[config.mk]
export PLATFORM = sky130hd
export DESIGN_NAME = bolt_bank_flat
export DESIGN_NICKNAME = d
export VERILOG_FILES = /design/src/rtl/bolt_pkg.sv /design/src/rtl/bolt_bank_if.sv /design/src/rtl/bolt_slot.sv /design/src/rtl/bolt_bank.sv /design/src/flat_wrapper.sv
export SDC_FILE = /design/constraint.sdc
export NUM_CORES = 1
export LEC_CHECK = 0
export ABC_AREA = 1
export BUFFER_PORTS_ARGS = -buffer_cell sky130_fd_sc_hd__buf_4
export CAP_MARGIN = 15
export CELL_PAD_IN_SITES_DETAIL_PLACEMENT = 1
export CELL_PAD_IN_SITES_GLOBAL_PLACEMENT = 2
export CORE_MARGIN = 3
export CORE_UTILIZATION = 38
export DETAILED_ROUTE_END_ITERATION = 12
export PLACE_DENSITY = 0.93
export SLEW_MARGIN = 10
export SYNTH_ARGS = -nofsm -noshare
export SYNTH_HDL_FRONTEND = slang
export SYNTH_HIERARCHICAL = 1
export SYNTH_SLANG_ARGS = --single-unit
export TNS_END_PERCENT = 1
[constraint.sdc]
create_clock -name clk -period 6.3 [get_ports clk]
set_input_delay 1.575 -clock clk [delete_from_list [all_inputs] [get_ports clk]]
set_output_delay 1.575 -clock clk [all_outputs]
set_load 0.01 [all_outputs]
[src/rtl/bolt_pkg.sv]
// Shared types and default borders for the player/invader bolt banks.
// The border constants are also used by the game controller.
package bolt_pkg;

    localparam int COORD_W     = 11;
    localparam int DEF_T_LIMIT = 5;
    localparam int DEF_B_LIMIT = 465;

    typedef enum logic {
        FREE   = 1'b0,
        FLYING = 1'b1
    } slot_state_t;

    typedef struct packed {
        logic [COORD_W-1:0] x;
        logic [COORD_W-1:0] y;
        slot_state_t        state;
    } slot_t;

    // Zero-extend a screen coordinate so that compares and moves cannot wrap at 2047.
    function automatic logic [COORD_W:0] widen(input logic [COORD_W-1:0] v);
        return {1'b0, v};
    endfunction

endpackage

[src/rtl/bolt_bank_if.sv]
// Controller <-> bolt bank signal bundle. The controller side is the master,
// the bank is the slave.
interface bolt_bank_if #(
    parameter int BOLT_MAX = 4
);
    import bolt_pkg::*;

    logic                frmTick;
    logic                fireCmd;
    logic [COORD_W-1:0]  fireX;
    logic [COORD_W-1:0]  fireY;
    logic [BOLT_MAX-1:0] killCmd;
    logic [COORD_W-1:0]  pixelX;
    logic [COORD_W-1:0]  pixelY;
    logic [BOLT_MAX-1:0] btReq;
    logic [BOLT_MAX-1:0] btExs;
    logic                fireAck;
    logic                fireDrop;
    logic [COORD_W-1:0]  btxLoc;
    logic [COORD_W-1:0]  btyLoc;

    modport master (
        output frmTick, fireCmd, fireX, fireY, killCmd, pixelX, pixelY,
        input  btReq, btExs, fireAck, fireDrop, btxLoc, btyLoc
    );

    modport slave (
        input  frmTick, fireCmd, fireX, fireY, killCmd, pixelX, pixelY,
        output btReq, btExs, fireAck, fireDrop, btxLoc, btyLoc
    );

endinterface

[src/rtl/bolt_slot.sv]
// One bolt slot: state register, per-frame move with border kill, hit kill,
// and registered draw-request compare against the current VGA pixel.
module bolt_slot
    import bolt_pkg::*;
#(
    parameter bit DIR_DOWN = 1'b0,
    parameter int SPEED    = 4,
    parameter int BOLT_W   = 2,
    parameter int BOLT_H   = 8,
    parameter int T_LIMIT  = DEF_T_LIMIT,
    parameter int B_LIMIT  = DEF_B_LIMIT
) (
    input  logic               clk,
    input  logic               reset,
    input  logic               i_frmTick,
    input  logic               i_kill,
    input  logic               i_launch,
    input  logic [COORD_W-1:0] i_fireX,
    input  logic [COORD_W-1:0] i_fireY,
    input  logic [COORD_W-1:0] i_pixelX,
    input  logic [COORD_W-1:0] i_pixelY,
    output logic               o_req,
    output logic               o_live,
    output logic [COORD_W-1:0] o_x,
    output logic [COORD_W-1:0] o_y
);

    localparam logic [COORD_W:0] C_SPEED = (COORD_W+1)'(SPEED);
    localparam logic [COORD_W:0] C_W     = (COORD_W+1)'(BOLT_W);
    localparam logic [COORD_W:0] C_H     = (COORD_W+1)'(BOLT_H);
    localparam logic [COORD_W:0] C_TLIM  = (COORD_W+1)'(T_LIMIT);
    localparam logic [COORD_W:0] C_BLIM  = (COORD_W+1)'(B_LIMIT);

    slot_t            r_slot;
    logic             r_req;
    logic [COORD_W:0] w_ny;
    logic             w_out;
    logic             w_hit;

    // An upward underflow lands near 4095 and is caught by the bottom border test.
    always_comb begin
        if (DIR_DOWN) w_ny = widen(r_slot.y) + C_SPEED;
        else          w_ny = widen(r_slot.y) - C_SPEED;
    end

    assign w_out = (w_ny < C_TLIM) || (w_ny > C_BLIM);

    assign w_hit = (r_slot.state == FLYING)
                && (widen(i_pixelX) >= widen(r_slot.x))
                && (widen(i_pixelX) <  widen(r_slot.x) + C_W)
                && (widen(i_pixelY) >= widen(r_slot.y))
                && (widen(i_pixelY) <  widen(r_slot.y) + C_H);

    // Kill beats move; launches only ever target a slot that is already FREE.
    always_ff @(posedge clk or posedge reset) begin
        if (reset) begin
            r_slot <= '{x: '0, y: '0, state: FREE};
            r_req  <= 1'b0;
        end else begin
            r_req <= w_hit;
            if (r_slot.state == FLYING) begin
                if (i_kill) begin
                    r_slot.state <= FREE;
                end else if (i_frmTick) begin
                    if (w_out) r_slot.state <= FREE;
                    else       r_slot.y     <= w_ny[COORD_W-1:0];
                end
            end else if (i_launch) begin
                r_slot <= '{x: i_fireX, y: i_fireY, state: FLYING};
            end
        end
    end

    assign o_req  = r_req;
    assign o_live = (r_slot.state == FLYING);
    assign o_x    = r_slot.x;
    assign o_y    = r_slot.y;

endmodule

[src/rtl/bolt_bank.sv]
// Bank of BOLT_MAX bolts for one owner: lowest-free-slot allocator, launch
// cooldown, ack/drop pulses and the lowest-live-slot position readout.
module bolt_bank
    import bolt_pkg::*;
#(
    parameter int BOLT_MAX = 4,
    parameter bit DIR_DOWN = 1'b0,
    parameter int SPEED    = 4,
    parameter int BOLT_W   = 2,
    parameter int BOLT_H   = 8,
    parameter int T_LIMIT  = DEF_T_LIMIT,
    parameter int B_LIMIT  = DEF_B_LIMIT,
    parameter int COOLDOWN = 8
) (
    input  logic       clk,
    input  logic       reset,
    bolt_bank_if.slave io_bus
);

    localparam int CD_W = (COOLDOWN > 1) ? $clog2(COOLDOWN + 1) : 1;
    localparam logic [CD_W-1:0] C_COOL = CD_W'(COOLDOWN);

    logic [CD_W-1:0]     r_cool;
    logic                r_ack;
    logic                r_drop;
    logic [BOLT_MAX-1:0] w_live;
    logic [BOLT_MAX-1:0] w_req;
    logic [BOLT_MAX-1:0] w_grant;
    logic [BOLT_MAX-1:0] w_launch;
    logic                w_any_free;
    logic                w_accept;
    logic [COORD_W-1:0]  w_x [BOLT_MAX];
    logic [COORD_W-1:0]  w_y [BOLT_MAX];
    logic [COORD_W-1:0]  w_bx;
    logic [COORD_W-1:0]  w_by;
    logic                w_found;

    // Allocation looks at slot state before this cycle's kills, so a slot being
    // killed right now is still busy.
    always_comb begin
        w_grant    = '0;
        w_any_free = 1'b0;
        for (int i = 0; i < BOLT_MAX; i++) begin
            if (!w_live[i] && !w_any_free) begin
                w_grant[i] = 1'b1;
                w_any_free = 1'b1;
            end
        end
    end

    assign w_accept = io_bus.fireCmd && (r_cool == '0) && w_any_free;
    assign w_launch = w_accept ? w_grant : '0;

    for (genvar g = 0; g < BOLT_MAX; g++) begin : g_slot
        bolt_slot #(
            .DIR_DOWN (DIR_DOWN),
            .SPEED    (SPEED),
            .BOLT_W   (BOLT_W),
            .BOLT_H   (BOLT_H),
            .T_LIMIT  (T_LIMIT),
            .B_LIMIT  (B_LIMIT)
        ) u_slot (
            .clk       (clk),
            .reset     (reset),
            .i_frmTick (io_bus.frmTick),
            .i_kill    (io_bus.killCmd[g]),
            .i_launch  (w_launch[g]),
            .i_fireX   (io_bus.fireX),
            .i_fireY   (io_bus.fireY),
            .i_pixelX  (io_bus.pixelX),
            .i_pixelY  (io_bus.pixelY),
            .o_req     (w_req[g]),
            .o_live    (w_live[g]),
            .o_x       (w_x[g]),
            .o_y       (w_y[g])
        );
    end

    always_comb begin
        w_bx    = '0;
        w_by    = '0;
        w_found = 1'b0;
        for (int i = 0; i < BOLT_MAX; i++) begin
            if (w_live[i] && !w_found) begin
                w_bx    = w_x[i];
                w_by    = w_y[i];
                w_found = 1'b1;
            end
        end
    end

    // A fresh launch reloads the cooldown even on a coincident frame tick.
    always_ff @(posedge clk or posedge reset) begin
        if (reset) begin
            r_cool <= '0;
            r_ack  <= 1'b0;
            r_drop <= 1'b0;
        end else begin
            r_ack  <= w_accept;
            r_drop <= io_bus.fireCmd && !w_accept;
            if (w_accept)                             r_cool <= C_COOL;
            else if (io_bus.frmTick && r_cool != '0)  r_cool <= r_cool - 1'b1;
        end
    end

    assign io_bus.btReq    = w_req;
    assign io_bus.btExs    = w_live;
    assign io_bus.fireAck  = r_ack;
    assign io_bus.fireDrop = r_drop;
    assign io_bus.btxLoc   = w_bx;
    assign io_bus.btyLoc   = w_by;

endmodule
[src/flat_wrapper.sv]
// flat-port wrapper written by rule: the top's interface ports become plain ports
module bolt_bank_flat import bolt_pkg::*;
#(
    parameter int BOLT_MAX = 4,
    parameter bit DIR_DOWN = 1'b0,
    parameter int SPEED    = 4,
    parameter int BOLT_W   = 2,
    parameter int BOLT_H   = 8,
    parameter int T_LIMIT  = DEF_T_LIMIT,
    parameter int B_LIMIT  = DEF_B_LIMIT,
    parameter int COOLDOWN = 8
)
  (clk, reset, io_bus_frmTick, io_bus_fireCmd, io_bus_fireX, io_bus_fireY, io_bus_killCmd, io_bus_pixelX, io_bus_pixelY, io_bus_btReq, io_bus_btExs, io_bus_fireAck, io_bus_fireDrop, io_bus_btxLoc, io_bus_btyLoc);
  bolt_bank_if #(.BOLT_MAX(BOLT_MAX)) io_bus_i ();
  input  logic clk;
  input  logic reset;
  input wire logic [$bits(io_bus_i.frmTick)-1:0] io_bus_frmTick;
  input wire logic [$bits(io_bus_i.fireCmd)-1:0] io_bus_fireCmd;
  input wire logic [$bits(io_bus_i.fireX)-1:0] io_bus_fireX;
  input wire logic [$bits(io_bus_i.fireY)-1:0] io_bus_fireY;
  input wire logic [$bits(io_bus_i.killCmd)-1:0] io_bus_killCmd;
  input wire logic [$bits(io_bus_i.pixelX)-1:0] io_bus_pixelX;
  input wire logic [$bits(io_bus_i.pixelY)-1:0] io_bus_pixelY;
  output wire logic [$bits(io_bus_i.btReq)-1:0] io_bus_btReq;
  output wire logic [$bits(io_bus_i.btExs)-1:0] io_bus_btExs;
  output wire logic [$bits(io_bus_i.fireAck)-1:0] io_bus_fireAck;
  output wire logic [$bits(io_bus_i.fireDrop)-1:0] io_bus_fireDrop;
  output wire logic [$bits(io_bus_i.btxLoc)-1:0] io_bus_btxLoc;
  output wire logic [$bits(io_bus_i.btyLoc)-1:0] io_bus_btyLoc;
  assign io_bus_i.frmTick = io_bus_frmTick;
  assign io_bus_i.fireCmd = io_bus_fireCmd;
  assign io_bus_i.fireX = io_bus_fireX;
  assign io_bus_i.fireY = io_bus_fireY;
  assign io_bus_i.killCmd = io_bus_killCmd;
  assign io_bus_i.pixelX = io_bus_pixelX;
  assign io_bus_i.pixelY = io_bus_pixelY;
  assign io_bus_btReq = io_bus_i.btReq;
  assign io_bus_btExs = io_bus_i.btExs;
  assign io_bus_fireAck = io_bus_i.fireAck;
  assign io_bus_fireDrop = io_bus_i.fireDrop;
  assign io_bus_btxLoc = io_bus_i.btxLoc;
  assign io_bus_btyLoc = io_bus_i.btyLoc;
  bolt_bank #(.BOLT_MAX(BOLT_MAX), .DIR_DOWN(DIR_DOWN), .SPEED(SPEED), .BOLT_W(BOLT_W), .BOLT_H(BOLT_H), .T_LIMIT(T_LIMIT), .B_LIMIT(B_LIMIT), .COOLDOWN(COOLDOWN)) u_core (.clk(clk), .reset(reset), .io_bus(io_bus_i));
endmodule
==> impl_metrics.ini, run 1 <==
[outcome]
run_status = completed

[drt]
via_count = 11490
total_routed_length_mm = 41.51
final_antenna_net_count = 0
drt_first_iter_violations = 621
via_per_inst = 5.430
drt-pass1-iter-count = 5
avgRoutedWirePerCell_um = 19.63
drc_violation_count_after_routing = 0

[die]
core_area_um2 = 29720
die_area_um2 = 32370
die_y_um = 179.9
rows = 63
io_pins = 84
die-width_um = 179.9
initial_core_util_pct = 38.67

[cts]
clk_pin_slew_worst_paths_ns = 0.08
clock_tree.root_cell = clkbuf_16
cts_made_buffers = 9
cts-root-to-sink-buffers = 2
post_cts.repair.setup_buffers = 0
tritoncts = done
cts-resized-gates = 0
clock_sink_total = 102
clkLatencyLatePin_ns = 0.37
ctsHoldBuffers = 0
cts-htree-levels = 3

[grt]
grt_max_degree = 35
antenna_found_initial = 0
grt_util_all_layers_pct = 25.38
vias_in_the_first_global_route = 12040
global_route_wire_length_before_repair_mm = 66.05
grt.overflow.total = 0

[layout]
antenna_cells = 0
flow.area_growth_from_synthesis_pct = 11.29
finalNetCount = 1965
layout-drive-gt1-share_pct = 12.17

[timing]
max_clock_freq_mhz = 247.1
setup_repair_after_global_routing_missed_its_margin = false
slew_viol_final = 0
finalCritPeriodShare_pct = 64.23
setup_viol = 0
worstMarginPinSlew_ns = 1.045
worst_slew_margin_rel_pct = 30.25
post-route-min-period_ns = 4.046
timing.setup.tns_ns = 0
fin_worst_hold_slack_ns = 0.5160
final-hold-violation-count = 0
clock_skew_ns = 0.01049

[worst_setup_path]
cp_cell_sequence = buf_4 -> inv_1 -> nand3_1 -> nand2_1 -> a21oi_2 -> nand2_1 -> buf_4
worstPathRequired_ns = 4.72
slowest_delay_ns = 0.57
reg2reg_from = u_core/g_slot[0].u_slot/o_live$_DFF_PP0_
critical_path.max_fanout = 26
r2r.worst_path.cells = 9
path_class = flip-flop to primary output
rr_endpoint = u_core/g_slot[1].u_slot/o_y[3]$_DFFE_PP0P_
worst_setup_path_start_kind = flip-flop
critPathArrivalTime_ns = 2.47
rrSetupSlack_ns = 3.25
setup.worst_path.end_class = primary output
cpMaxStageDelayCell = dfrtp_1

[placed_design]
gp_routability_congestion = 0.9101
placement.io_buffers = 83
hpwl_after_detailed_placement_mm = 34.20

[yosys]
syn-instance-count = 1657
synthDominantAreaCellType = dfrtp_1
yosys_warnings = 6
synth_edf_count = 0
synthMostInstantiatedCell = nand2_1
part_of_the_yosys_area_used_for_sequential_elements_pct = 22.21
synth_nets = 1902
synth_top_flop_cell = dfrtp_1
synth_largest_type_area_fraction_pct = 22.21
ys_async_sr_fraction_pct = 100.0
synthesis.area_um2 = 11490
syn-mean-instance-area_um2 = 6.936
synthTopCellsByArea = dfrtp_1 22%, ha_1 21%, nand2_1 16%, nand3_1 5.1%, inv_1 4.6%
netlist-cell-type-count = 39
yosys-top-cells-count = 488 x nand2_1, 193 x ha_1, 140 x inv_1
yosys_register_bits = 102

[worst_hold_path]
terminating_pin_of_the_worst_hold_path = u_core/r_cool[3]$_DFFE_PP0P_
hold_depth = 2
worst_hold_startpoint = u_core/r_cool[3]$_DFFE_PP0P_
hold_class = flip-flop to flip-flop

[power_and_ir_drop]
vdd_drop_max_uv = 179.0
power.leakage_uw = 0.006512
p_per_area_nw_per_um2 = 265.9

[run]
max_cap_viol_count = 0
cell type report:
| type | instances | area, µm² |
|---|---|---|
| Inverter | 173 | 649.4 |
| Multi-Input combinational cell | 1347 | 8109 |
| Clock inverter | 7 | 92.59 |
| Sequential cell | 102 | 2552 |
| Timing Repair Buffer | 87 | 673.1 |
| Tap cell | 390 | 488.0 |
| Fill cell | 3892 | 16930 |
| Clock buffer | 9 | 225.2 |
report_power, final:
| group | internal (µW) | switching (µW) | total [µW] | leakage, µW |
|---|---|---|---|---|
| logic | 664 | 1130 | 1800 | 0.00513 |
| clock network | 320 | 300 | 619 | 0.000155 |
| registers | 767 | 218 | 985 | 0.00122 |
| total | 1750 | 1650 | 3400 | 0.00651 |
how the worst max path moves through the flow:
stage                                             start                                    endpoint  slack, ns  cells after the start
6_report       u_core/g_slot[0].u_slot/o_live$_DFF_PP0_                            io_bus_btyLoc[2]       2.25                      7
5_1_grt        u_core/g_slot[0].u_slot/o_live$_DFF_PP0_                            io_bus_btxLoc[6]       2.09                      7
4_1_cts        u_core/g_slot[0].u_slot/o_live$_DFF_PP0_                            io_bus_btyLoc[2]       2.32                      7
3_5_place_dp                             io_bus_fireCmd  u_core/g_slot[1].u_slot/o_y[3]$_DFFE_PP0P_       2.48                     11
3_3_place_gp                             io_bus_fireCmd  u_core/g_slot[1].u_slot/o_y[4]$_DFFE_PP0P_       2.56                     10
2_1_floorplan  u_core/g_slot[0].u_slot/o_live$_DFF_PP0_                            io_bus_btyLoc[5]       3.48                      6
cell families after synthesis:
group / Yosys count / share of synthesized area [%]
AOI/OAI and AO/OA: 211 / 10.19
adders and majority gates: 193 / 21.01
DFF: 102 / 22.21
and+or+nand+nor: 894 / 35.41
buffers and inverters: 208 / 7.447
xor gates and xnor gates: 49 / 3.734
flip-flops by register name, summed over array words and instances, names as in the netlist:
name and flops:
u_core/g_slot.u_slot/o_x 44, u_core/g_slot.u_slot/o_y 44, u_core/g_slot.u_slot/o_live 4, u_core/g_slot.u_slot/o_req 4
u_core/r_cool 4, u_core/io_bus.fireAck 1, u_core/io_bus.fireDrop 1
layout by cell type, fill, tap and decap left out, drive strengths merged, types with 9 or more instances in the layout:
| cell | n |
|---|---|
| clkbuf | 9 |
| xor2 | 41 |
| nand2 | 503 |
| buf | 87 |
| o21ai | 104 |
| ha | 193 |
| nor3 | 47 |
| inv | 174 |
| nor2 | 135 |
| dfrtp | 102 |
| nand4 | 62 |
| a21oi | 80 |
| nand3 | 132 |
critical path, delay by kind of cell (launching register included):
| kind | cells | cell delay (ns) |
|---|---|---|
| AO/OA/AOI/OAI | 1 | 0.13 |
| buffers and inverters | 3 | 0.99 |
| flip-flops | 1 | 0.57 |
| AND/OR/NAND/NOR | 3 | 0.42 |
stage by stage:
stage                     std cells  utilization (%)  power [µW]  worst slack, ns  area, µm²
after floorplan                1657                -        2193            3.478      11490
after global placement         2098            41.83        2677            2.558      12430
after detailed placement       2098            41.83        2765            2.479      12430
after CTS                      2114            42.90        3398            2.315      12750
after global routing           2115            43.04        3695            2.088      12790
final                          2115            43.04        3400            2.254      12790
metal layers:
metal,GRT usage (%),up-vias,routed length (µm)
li1,-,5659,-
met1,31.06,5522,17940
met2,45.51,221,20610
met3,1.174,83,868
met4,12.56,0,2089
met5,0,-,0
No activity file was read; power rests on OpenSTA's default activity.
==> run 2: changes to the inputs <==
Settings changed: CORE_UTILIZATION 38 to 36, PLACE_DENSITY 0.93 to 0.89.
Clock period 6.3 ns to 3.8 ns, I/O delays scaled along.
==> run 2 against run 1 <==
Worst setup slack worse by 1.7 ns. Critical path depth is 1 lower. Core utilization is 1.8 points lower. Count of clock-buffer cells in the layout stayed put. Combinational power is 64% higher. Clock skew is 0.0075 ns higher. Sequential share of layout area hardly changed. Total power is 64% higher. Final cell count is 0.52% higher. Register-to-register slack worse by 2.3 ns. Largest cell class unchanged. Largest power group unchanged. Highest routed layer unchanged.
==> impl_metrics.ini, run 2 (synthesis results as in run 1) <==
[timing]
timing.setup.tns_ns = 0
max_clock_freq_mhz = 306.2
clock_skew_ns = 0.01800
slew_viol_final = 0
post-route-min-period_ns = 3.266
setup_viol = 0
setup_repair_after_global_routing_missed_its_margin = false
finalCritPeriodShare_pct = 85.95
worstMarginPinSlew_ns = 1.020
worst_slew_margin_rel_pct = 31.90
final-hold-violation-count = 0

[layout]
finalNetCount = 1970
layout.area.seq_um2 = 2552
final.fill_count = 4010
multi_input_area_um2 = 8094
layout-drive-gt1-share_pct = 12.43
layout_commonest_cell = nand2_1
antenna_cells = 0
flow.area_growth_from_synthesis_pct = 11.28
final_cell_mix = 488 x nand2_1, 193 x ha_1, 140 x inv_1
post-route-util_pct = 41.27

[drt]
drc_violation_count_after_routing = 0
met2RoutedLength_mm = 19.47
avgRoutedWirePerCell_um = 20.37
via_count = 11680
detailroute.wirelength.met3_mm = 2.288
final_antenna_net_count = 0
total_routed_length_mm = 43.30
drt-pass1-iter-count = 5
drt_first_iter_violations = 820
met1_length_mm = 20.82
top_signal_layer_used = met4
via_per_inst = 5.495

[power_and_ir_drop]
vdd_drop_max_uv = 235.6
total_power_uw = 5575
power.leakage_uw = 0.006522
p_per_area_nw_per_um2 = 436.0

[cts]
cts-root-to-sink-buffers = 2
clkLatencyLatePin_ns = 0.36
post_cts.repair.setup_buffers = 0
cts-htree-levels = 3
clock_sink_total = 102
cts-resized-gates = 0
cts_made_buffers = 9
clock_tree.root_cell = clkbuf_16
ctsHoldBuffers = 0
clk_pin_slew_worst_paths_ns = 0.09
tritoncts = done

[worst_setup_path]
slowest_delay_ns = 0.58
worst_setup_path_start_kind = flip-flop
crit_path_start = u_core/g_slot[2].u_slot/o_live$_DFF_PP0_
setup.worst_path.end_class = primary output
worstPathRequired_ns = 2.85
path_class = flip-flop to primary output
critical_path.max_fanout = 22
crit_top_cell = nand2_1
reg2reg_from = u_core/g_slot[0].u_slot/o_y[4]$_DFFE_PP0P_
critPathArrivalTime_ns = 2.32
critical-path-top-delay-family = simple AND/OR/NAND/NOR gates
cp_cell_sequence = inv_1 -> nand2_1 -> nor2_4 -> nand2_1 -> nand2_1 -> buf_4
critical_path_buf_inv_count = 2
cpMaxStageDelayCell = nor2_4

[grt]
grt_util_all_layers_pct = 25.52
global_route_wire_length_before_repair_mm = 67.41
vias_in_the_first_global_route = 11810
grt.overflow.total = 0
grt_max_degree = 35
antenna_found_initial = 1

[placed_design]
gp_routability_congestion = 0.8996
hpwl_after_detailed_placement_mm = 35.08
placement.io_buffers = 83

[die]
io_pins = 84
die-width_um = 184.7
die_area_um2 = 34100
initial_core_util_pct = 37.08
core_area_um2 = 30990
rows = 64
die_y_um = 184.7

[run]
max_cap_viol_count = 0

[worst_hold_path]
worst_hold_startpoint = u_core/r_cool[3]$_DFFE_PP0P_
hold_class = flip-flop to flip-flop

[outcome]
run_status = completed
-- run 2: tightest hold or removal path, cell delays in order (launching register included) --
cell and delay, ns:
dfrtp_1 0.35, nand2_1 0.06, nand3_1 0.07
-- run 2: cell type report --
class | count | area share [%]
Clock inverter | 7 | 0.5185
Timing Repair Buffer | 92 | 5.518
Tap cell | 396 | 3.874
Inverter | 173 | 5.078
Multi-Input combinational cell | 1347 | 63.29
Clock buffer | 9 | 1.761
Sequential cell | 102 | 19.96
-- run 2: final timing paths --
path,slack [ns],depth (start not counted),end
max in group asynchronous,2.28,2,u_core/g_slot[2].u_slot/o_y[1]$_DFFE_PP0P_
worst max-delay path,0.53,6,io_bus_btyLoc[3]
worst min-delay path,0.52,2,u_core/r_cool[3]$_DFFE_PP0P_
worst max register to register,0.99,14,u_core/g_slot[0].u_slot/o_req$_DFF_PP0_
worst min register to register,0.52,2,u_core/r_cool[3]$_DFFE_PP0P_
min in group asynchronous,0.58,2,u_core/r_cool[3]$_DFFE_PP0P_
-- run 2: through the flow --
step | worst slack (ns) | hold WS (ns) | std cells | instance area (µm²)
after floorplan | 1.603 | 0.4654 | 1657 | 11490
after global placement | 1.033 | 0.4790 | 2108 | 12470
after detailed placement | 0.9615 | 0.4903 | 2108 | 12470
after CTS | 0.5396 | 0.5256 | 2124 | 12760
after global routing | 0.4395 | 0.5750 | 2126 | 12790
final | 0.5340 | 0.5156 | 2126 | 12790
-- run 2: layer usage --
layer | GRT usage [%] | up-vias
li1 | - | 5653
met1 | 36.73 | 5669
met2 | 41.16 | 310
met3 | 3.730 | 50
met4 | 4.532 | 0
met5 | 0 | -
-- run 2: report_power, final --
part / internal (µW) / switching [µW]
clock: 462 / 482
combinational: 1100 / 1860
sequential: 1270 / 395
total: 2840 / 2740
